$ cat src/rtl/reset_seq_pkg.sv
// reset_seq_pkg: shared FSM state type and counter sizing helpers for reset_sequencer.
// No ports; imported by reset_sequencer and reset_seq_channel.
package reset_seq_pkg;

    typedef enum logic [2:0] {
        S_ASSERT,
        S_DEBOUNCE,
        S_RELEASE,
        S_RUN,
        S_SW_PULSE
    } state_e;

    // Release count at which channel k comes out of reset.
    function automatic int rel_thresh(input int base, input int stagger, input int k);
        return base + k * stagger;
    endfunction

    // Width able to hold 0..max_val, never narrower than one bit.
    function automatic int cnt_width(input int max_val);
        return (max_val < 1) ? 1 : $clog2(max_val + 1);
    endfunction

endpackage

$ cat src/rtl/reset_seq_channel.sv
// reset_seq_channel: one reset output -- release flag, hold gating and output register.
// Ports:
//   clk, resetn : clock and synchronous active-low reset
//   active      : sequencer is (or is about to be) in RELEASE or RUN
//   cnt_d       : release counter value being loaded on this edge
//   hold        : keep this channel in reset
//   out         : registered (flag & ~hold), before combinational resetn gating
module reset_seq_channel import reset_seq_pkg::*; #(
    parameter int CW     = 8,
    parameter int THRESH = 0
) (
    input  logic          clk,
    input  logic          resetn,
    input  logic          active,
    input  logic [CW-1:0] cnt_d,
    input  logic          hold,
    output logic          out
);

    logic flag_q, flag_d, out_q, out_d;

    // The flag is sampled from the counter's next value so the output register
    // rises on the very edge the count reaches THRESH.
    always_comb begin
        flag_d = active & (flag_q | (int'(cnt_d) >= THRESH));
        out_d  = flag_d & ~hold;
    end

    always_ff @(posedge clk) begin
        if (!resetn) begin
            flag_q <= 1'b0;
            out_q  <= 1'b0;
        end else begin
            flag_q <= flag_d;
            out_q  <= out_d;
        end
    end

    assign out = out_q;

endmodule

$ cat src/rtl/reset_sequencer.sv
// reset_sequencer: debounces resetn, then releases CHANNELS reset outputs in a staggered order.
// Ports:
//   clk, resetn  : clock and synchronous active-low reset (also gates outputs combinationally)
//   sw_reset_req : single-cycle request to re-run the release sequence
//   ch_hold      : per-channel hold-in-reset requests
//   resetn_out   : per-channel active-low reset outputs
//   all_released : every channel released and no hold set
//   busy         : sequencer not in RUN
module reset_sequencer import reset_seq_pkg::*; #(
    parameter int CHANNELS     = 4,
    parameter int BASE_STRETCH = 20,
    parameter int STAGGER      = 16,
    parameter int DEBOUNCE     = 4,
    parameter int SW_PULSE_LEN = 8
) (
    input  logic                clk,
    input  logic                resetn,
    input  logic                sw_reset_req,
    input  logic [CHANNELS-1:0] ch_hold,
    output logic [CHANNELS-1:0] resetn_out,
    output logic                all_released,
    output logic                busy
);

    localparam int LAST_T = rel_thresh(BASE_STRETCH, STAGGER, CHANNELS - 1);
    localparam int CW     = cnt_width(LAST_T);
    localparam int AW     = cnt_width(DEBOUNCE > SW_PULSE_LEN ? DEBOUNCE : SW_PULSE_LEN);

    if (CHANNELS < 1 || CHANNELS > 16 || BASE_STRETCH < 0 || STAGGER < 0 ||
        DEBOUNCE < 0 || SW_PULSE_LEN < 1) begin : g_bad_params
        $error("reset_sequencer: illegal parameter value");
    end

    state_e              state_q, state_d;
    logic [CW-1:0]       cnt_q, cnt_d;
    logic [AW-1:0]       aux_q, aux_d;
    logic                active;
    logic [CHANNELS-1:0] ch_out;

    // aux counts debounce samples in DEBOUNCE and pulse cycles in SW_PULSE.
    always_comb begin
        state_d = state_q;
        aux_d   = '0;
        if (!resetn) begin
            state_d = S_ASSERT;
        end else begin
            case (state_q)
                S_ASSERT:   state_d = (DEBOUNCE == 0) ? S_RELEASE : S_DEBOUNCE;
                S_DEBOUNCE: begin
                    state_d = (int'(aux_q) == DEBOUNCE - 1) ? S_RELEASE : S_DEBOUNCE;
                    aux_d   = aux_q + AW'(1);
                end
                S_RELEASE:  state_d = sw_reset_req ? S_SW_PULSE :
                                      (int'(cnt_q) + 1 >= LAST_T) ? S_RUN : S_RELEASE;
                S_RUN:      state_d = sw_reset_req ? S_SW_PULSE : S_RUN;
                S_SW_PULSE: begin
                    state_d = (int'(aux_q) == SW_PULSE_LEN) ? S_RELEASE : S_SW_PULSE;
                    aux_d   = (int'(aux_q) == SW_PULSE_LEN) ? '0 : aux_q + AW'(1);
                end
                default:    state_d = S_ASSERT;
            endcase
        end
        active = (state_d == S_RELEASE) || (state_d == S_RUN);
        // Counter starts at 0 on entry to RELEASE, counts while there, freezes in RUN.
        cnt_d  = (state_q == S_RELEASE && active) ? cnt_q + CW'(1) :
                 (state_q == S_RUN && state_d == S_RUN) ? cnt_q : '0;
    end

    always_ff @(posedge clk) begin
        if (!resetn) begin
            state_q <= S_ASSERT;
            cnt_q   <= '0;
            aux_q   <= '0;
        end else begin
            state_q <= state_d;
            cnt_q   <= cnt_d;
            aux_q   <= aux_d;
        end
    end

    for (genvar k = 0; k < CHANNELS; k++) begin : g_ch
        reset_seq_channel #(
            .CW     (CW),
            .THRESH (rel_thresh(BASE_STRETCH, STAGGER, k))
        ) u_ch (
            .clk    (clk),
            .resetn (resetn),
            .active (active),
            .cnt_d  (cnt_d),
            .hold   (ch_hold[k]),
            .out    (ch_out[k])
        );
    end

    // resetn gates outputs directly so assertion takes effect without waiting for an edge.
    assign resetn_out   = ch_out & {CHANNELS{resetn}};
    assign all_released = (&resetn_out) & ~(|ch_hold);
    assign busy         = (state_q != S_RUN) | ~resetn;

endmodule

$ cat config.mk
export PLATFORM = sky130hd
export DESIGN_NAME = reset_sequencer
export DESIGN_NICKNAME = d
export VERILOG_FILES = /design/src/rtl/reset_seq_pkg.sv /design/src/rtl/reset_seq_channel.sv /design/src/rtl/reset_sequencer.sv
export SDC_FILE = /design/constraint.sdc
export NUM_CORES = 1
export LEC_CHECK = 0
export ABC_AREA = 1
export CELL_PAD_IN_SITES_DETAIL_PLACEMENT = 1
export CELL_PAD_IN_SITES_GLOBAL_PLACEMENT = 1
export CORE_MARGIN = 2
export CORE_UTILIZATION = 38
export CTS_CLUSTER_DIAMETER = 120
export DETAILED_ROUTE_END_ITERATION = 8
export PLACE_DENSITY_LB_ADDON = 0.05
export SLEW_MARGIN = 10
export SYNTH_ARGS = -nofsm -noshare
export SYNTH_HDL_FRONTEND = slang
export SYNTH_HIERARCHICAL = 1
export SYNTH_SLANG_ARGS = --single-unit
$ cat constraint.sdc
create_clock -name clk -period 2.5 [get_ports clk]
set_clock_uncertainty 0.05 [all_clocks]
set_input_delay 0.625 -clock clk [delete_from_list [all_inputs] [get_ports clk]]
set_output_delay 0.625 -clock clk [all_outputs]
set_load 0.01 [all_outputs]
==> results of run 1 <==
[stage by stage]
stage | total power [mW] | TNS, ns | utilization, % | area [um2]
final | 0.549 | 0 | 48.1 | 1470
after global routing | 0.583 | 0 | 48.1 | 1470
after CTS | 0.562 | 0 | 48.0 | 1460
after detailed placement | 0.396 | -0.826 | 46.8 | 1430
after global placement | 0.394 | -0.529 | 46.8 | 1430
after floorplan | 0.374 | 0 | - | 1210
[per-layer routing]
metal	track usage, %	part of all wire, %	vias up
met5	0	0	-
met4	7.45	1.7	0
met3	3.20	2.8	4
met2	31.2	50	15
met1	20.6	45	513
li1	-	-	616
[power by group]
part	switching (mW)	internal [mW]	total (mW)
combinational	0.0148	0.0167	0.0314
clock	0.105	0.0564	0.161
sequential	0.00329	0.353	0.357
total	0.123	0.426	0.549
[layout make-up]
class	count	share of cell area, %
clock buffer	3	1.53
tap	44	3.75
sequential	22	30.1
multi-input combinational	125	42.4
inverter	38	9.80
timing repair buffer	20	12.4
[critical path, cell delays in order]
cell and delay, ns:
clkdlybuf4s50_1 0.44, nor4_2 0.25, nor3b_2 0.19, clkdlybuf4s15_2 0.24
[flip-flops by register name (all words and copies together), names as in the netlist]
signal,flops
aux_q,4
cnt_q,7
state_q,3
g_ch.u_ch/out,4
g_ch.u_ch/flag_q,4
[path summary, 6_finish.rpt]
check | startpoint | end | slack [ns] | cells after the start
worst max-delay path | ch_hold[0] | all_released | 0.07 | 4
worst min-delay path | aux_q[0] | aux_q[0] | 0.43 | 1
worst max register to register | cnt_q[0] | g_ch[0].u_ch/out | 0.48 | 12
worst min register to register | aux_q[0] | aux_q[0] | 0.43 | 1
[what timing repair did]
| action | 4_1_cts | 5_1_grt |
|---|---|---|
| pin swaps | 0 | 1 |
| endpoints found under the hold margin | 0 | 0 |
| cloned | 0 | 0 |
| gates resized for setup | 6 | 2 |
| setup endpoints to repair | 6 | 2 |
==> run_results.csv, run 1 <==
group,metric,value,unit
clocking,postCtsSetupRepairBufs,0,
critical_path,crit_type,"in2out",
clocking,tritoncts,"yes",
timing,worstMarginPinSlew,0.491,ns
run_status,outcome,"finished, final reports clean",
logic_synthesis,syn_avg_cell_area,6.48,um2
critical_path,end_kind,"primary output",
critical_path,required,1.82,ns
power,ir_drop,309,uV
critical_path,start_kind,"input port",
timing,clock.fmax,0.412,GHz
timing,post-route-period-util,97.1,%
final_layout,multiInputGateArea,622,um2
floorplan,ioPinCount,13,
route,dr.pass1.iters,4,
floorplan,rows,20,
clocking,path_clk_slew,0.11,ns
final_layout,final_common_cell,"nand2_1",
final_layout,diodes,0,
final_layout,drive_above_1_share,13.9,%
timing,post-route-min-period,2.43,ns
placed_design,dpl.hpwl,2210,um
final_layout,layout.cells.non_filler,252,
timing,drv_slew,0,
critical_path,cp_max_fo,2,
route,drcViolationCount,0,
route,ant_nets,0,
global_routing,antenna_found_initial,0,
floorplan,die_area,3650,um2
logic_synthesis,syn_nets,197,
route,drt_iter0_drc,36,
route,wl_per_cell,10.9,um
timing,relSlewSlack,67.1,%
clocking,cts_hold_buffers,0,
logic_synthesis,syn_area,1210,um2
placed_design,pre_cts_slack,-0.315,ns
power,p_per_area,374,nW/um2
final_layout,area_growth,21.2,%
clocking,clkLatencyLatePin,0.31,ns
timing,rsz0062_at_grt,"false",
clocking,clockRootBuffer,"clkbuf_4",
placed_design,dp.cells,249,
final_layout,fin_nets,220,
route,wl,2750,um
clocking,numCtsBuffers,3,
timing,finalSetupViolations,0,
final_layout,regArea,442,um2
global_routing,grt_pass1_wl,4740,um
route,vias_per_cell,4.56,
floorplan,core_area,3050,um2
floorplan,die_h,60.5,um
placed_design,gp_congestion,0.730,
power,cellLeakagePower,0.820,nW
clocking,cts_sinks,22,
logic_synthesis,synth_cells,187,
clocking,htree_levels,1,
final_layout,fill_cells,422,
floorplan,die_x,60.5,um
run,cap_violations,0,
global_routing,overflow,0,
timing,hold-worst-slack,0.431,ns
timing,fin_ws,0.0733,ns
critical_path,crit_arrival,1.75,ns
route,via_count,1148,
clocking,cts_buffer_depth,2,
global_routing,gr-usage-all-layers,17.5,%
global_routing,grt_pass1_vias,1136,
global_routing,grt_max_degree,16,
min_path,holdCritPathClass,"reg2reg",
final_layout,final_cell_mix,"nand2_1, inv_1, nand3_1",
placed_design,portBuffers,12,
logic_synthesis,synth_warnings,6,
timing,hold_violations,0,
floorplan,start_util,39.7,%
(Power assumes the default switching activity.)
==> inputs of run 2 (changes only) <==
--- a/config.mk
+++ b/config.mk
@@ -9,7 +9,8 @@
 export CELL_PAD_IN_SITES_DETAIL_PLACEMENT = 1
 export CELL_PAD_IN_SITES_GLOBAL_PLACEMENT = 1
 export CORE_MARGIN = 2
-export CORE_UTILIZATION = 38
+export CORE_UTILIZATION = 41
+export CTS_BUF_LIST = sky130_fd_sc_hd__clkbuf_2
 export CTS_CLUSTER_DIAMETER = 120
 export DETAILED_ROUTE_END_ITERATION = 8
 export PLACE_DENSITY_LB_ADDON = 0.05
==> run 2 against run 1 <==
  * Flip-flop and latch count stayed put
  * Fmax is 2.1% higher
  * Clock power is 12% lower
  * Count of clock-buffer cells in the layout stayed put
  * Routed wire length is 3.1% lower
  * Worst hold slack better by 0.020 ns
  * Global-route usage is 0.96 points higher
  * Critical path depth is 2 higher
  * Power is 3.7% lower
  * Sequential share of layout area is 1.1 points higher
  * Largest cell class unchanged
  * Largest power group unchanged
  * Highest routed layer unchanged
==> run_results.csv, run 2 (synthesis results as in run 1) <==
group,metric,value,unit
clocking,clockRootBuffer,"clkbuf_2",
critical_path,end_kind,"primary output",
power,ir_drop,271,uV
clocking,cts_sinks,22,
route,via_count,1170,
route,vias_per_cell,4.92,
final_layout,drive_above_1_share,13.0,%
power,combPwrFrac,6.0,%
route,wl_per_cell,11.2,um
power,net-switching-power,0.126,mW
route,drt_iter0_drc,36,
final_layout,area_growth,17.6,%
route,ant_nets,0,
critical_path,required,1.82,ns
critical_path,crit_arrival,1.70,ns
timing,rsz0062_at_grt,"false",
floorplan,ioPinCount,13,
clocking,htree_levels,1,
route,drcViolationCount,0,
power,p_seq_share,67.4,%
critical_path,crit_type,"in2out",
global_routing,overflow,0,
timing,worstMarginPinSlew,0.459,ns
critical_path,cp_max_fo,3,
critical_path,crit_chain,"clkdlybuf4s50_1 -> nand2_1 -> inv_1 -> nand3_1 -> nor3b_1 -> clkbuf_2",
timing,clock.fmax,0.421,GHz
timing,hold-worst-slack,0.450,ns
floorplan,start_util,43.5,%
timing,post-route-min-period,2.38,ns
floorplan,die_x,58.4,um
global_routing,grt_max_degree,16,
power,p_per_area,372,nW/um2
clocking,clkLatencyLatePin,0.33,ns
clocking,cts_buffer_depth,2,
final_layout,largest_reg_flops,7,
placed_design,dpl-instance-area,1400,um2
timing,drv_slew,0,
clocking,path_clk_slew,0.22,ns
run,cap_violations,0,
critical_path,critPathSlowestCell,"clkdlybuf4s50_1",
final_layout,final_common_cell,"nand2_1",
floorplan,core_area,2780,um2
power,p_int,0.404,mW
timing,post-route-period-util,95.1,%
timing,finalSetupViolations,0,
placed_design,gp_congestion,0.790,
timing,relSlewSlack,69.3,%
clocking,tritoncts,"yes",
power,switching_share,23.7,%
run_status,outcome,"finished, final reports clean",
placed_design,portBuffers,12,
final_layout,fin_nets,219,
route,dr.pass1.iters,4,
floorplan,die_h,58.4,um
floorplan,die_area,3400,um2
final_layout,diodes,0,
min_path,holdCritPathClass,"reg2reg",
critical_path,cpPeakStageDelay,0.51,ns
final_layout,top_register,"cnt_q",
clocking,numCtsBuffers,3,
global_routing,grt_pass1_wl,4920,um
power,clkPwrFrac,26.6,%
timing,hold_violations,0,
final_layout,final_area,1420,um2
route,wl,2670,um
placed_design,dpl.hpwl,2180,um
global_routing,grt_pass1_vias,1183,
floorplan,rows,19,
global_routing,gr-usage-all-layers,18.5,%
global_routing,antenna_found_initial,0,
critical_path,start_kind,"input port",
power,cellLeakagePower,0.825,nW
final_layout,final_cell_mix,"nand2_1, inv_1, nand3_1",
==> run 2: critical path: cells and delay by family <==
family,cells,cell delay (ns)
buf+inv,3,0.74
simple gates,3,0.33
==> run 2: area by class of cell <==
cell class / instances / area (um2)
clock buffers: 3 / 15.0
fillers: 389 / 1360
inverters: 38 / 144
multi-input cells: 125 / 613
flip-flops and latches: 22 / 444
well taps: 31 / 38.8
repair buffers: 19 / 169
==> run 2: layer usage <==
| layer | up-vias | GRT usage (%) | routed length (um) |
|---|---|---|---|
| met2 | 14 | 35.3 | 1370 |
| met4 | 0 | 5.98 | 33 |
| li1 | 613 | - | - |
| met1 | 539 | 20.7 | 1190 |
| met5 | - | 0 | 0 |
| met3 | 4 | 2.64 | 80 |
==> run 2: timing repair <==
| action | in CTS | in global routing |
|---|---|---|
| hold buffers | 0 | 0 |
| resized for setup | 7 | 5 |
| endpoints found under the setup margin | 5 | 2 |
| setup buffers | 1 | 0 |
| gates cloned | 0 | 0 |
==> run 2: path summary, 6_finish.rpt <==
path,start,to,slack (ns),cells after the start
max,resetn,all_released,0.12,6
min,aux_q[0],aux_q[0],0.45,1
max reg2reg,aux_q[0],g_ch[3].u_ch/out,0.45,16
min reg2reg,aux_q[0],aux_q[0],0.45,1
==> run 2: stage by stage <==
step	worst slack, ns	setup TNS, ns	power (mW)	utilization (%)	instances
floorplan	0.634	0	0.374	-	187
global placement	-0.211	-0.478	0.393	50.3	234
detailed placement	-0.280	-0.624	0.395	50.3	234
CTS	0.00325	0	0.536	51.1	238
global route	0.0530	0	0.553	51.2	238
finish	0.123	0	0.529	51.2	238
==> run 2: power by group through the flow <==
stage | Combinational, mW | Sequential [mW] | Clock [mW]
6_report | 0.0315 | 0.357 | 0.141
5_1_grt | 0.0354 | 0.358 | 0.160
4_1_cts | 0.0318 | 0.358 | 0.146
3_5_place_dp | 0.0299 | 0.365 | 0
3_3_place_gp | 0.0287 | 0.364 | 0
2_1_floorplan | 0.0105 | 0.364 | 0
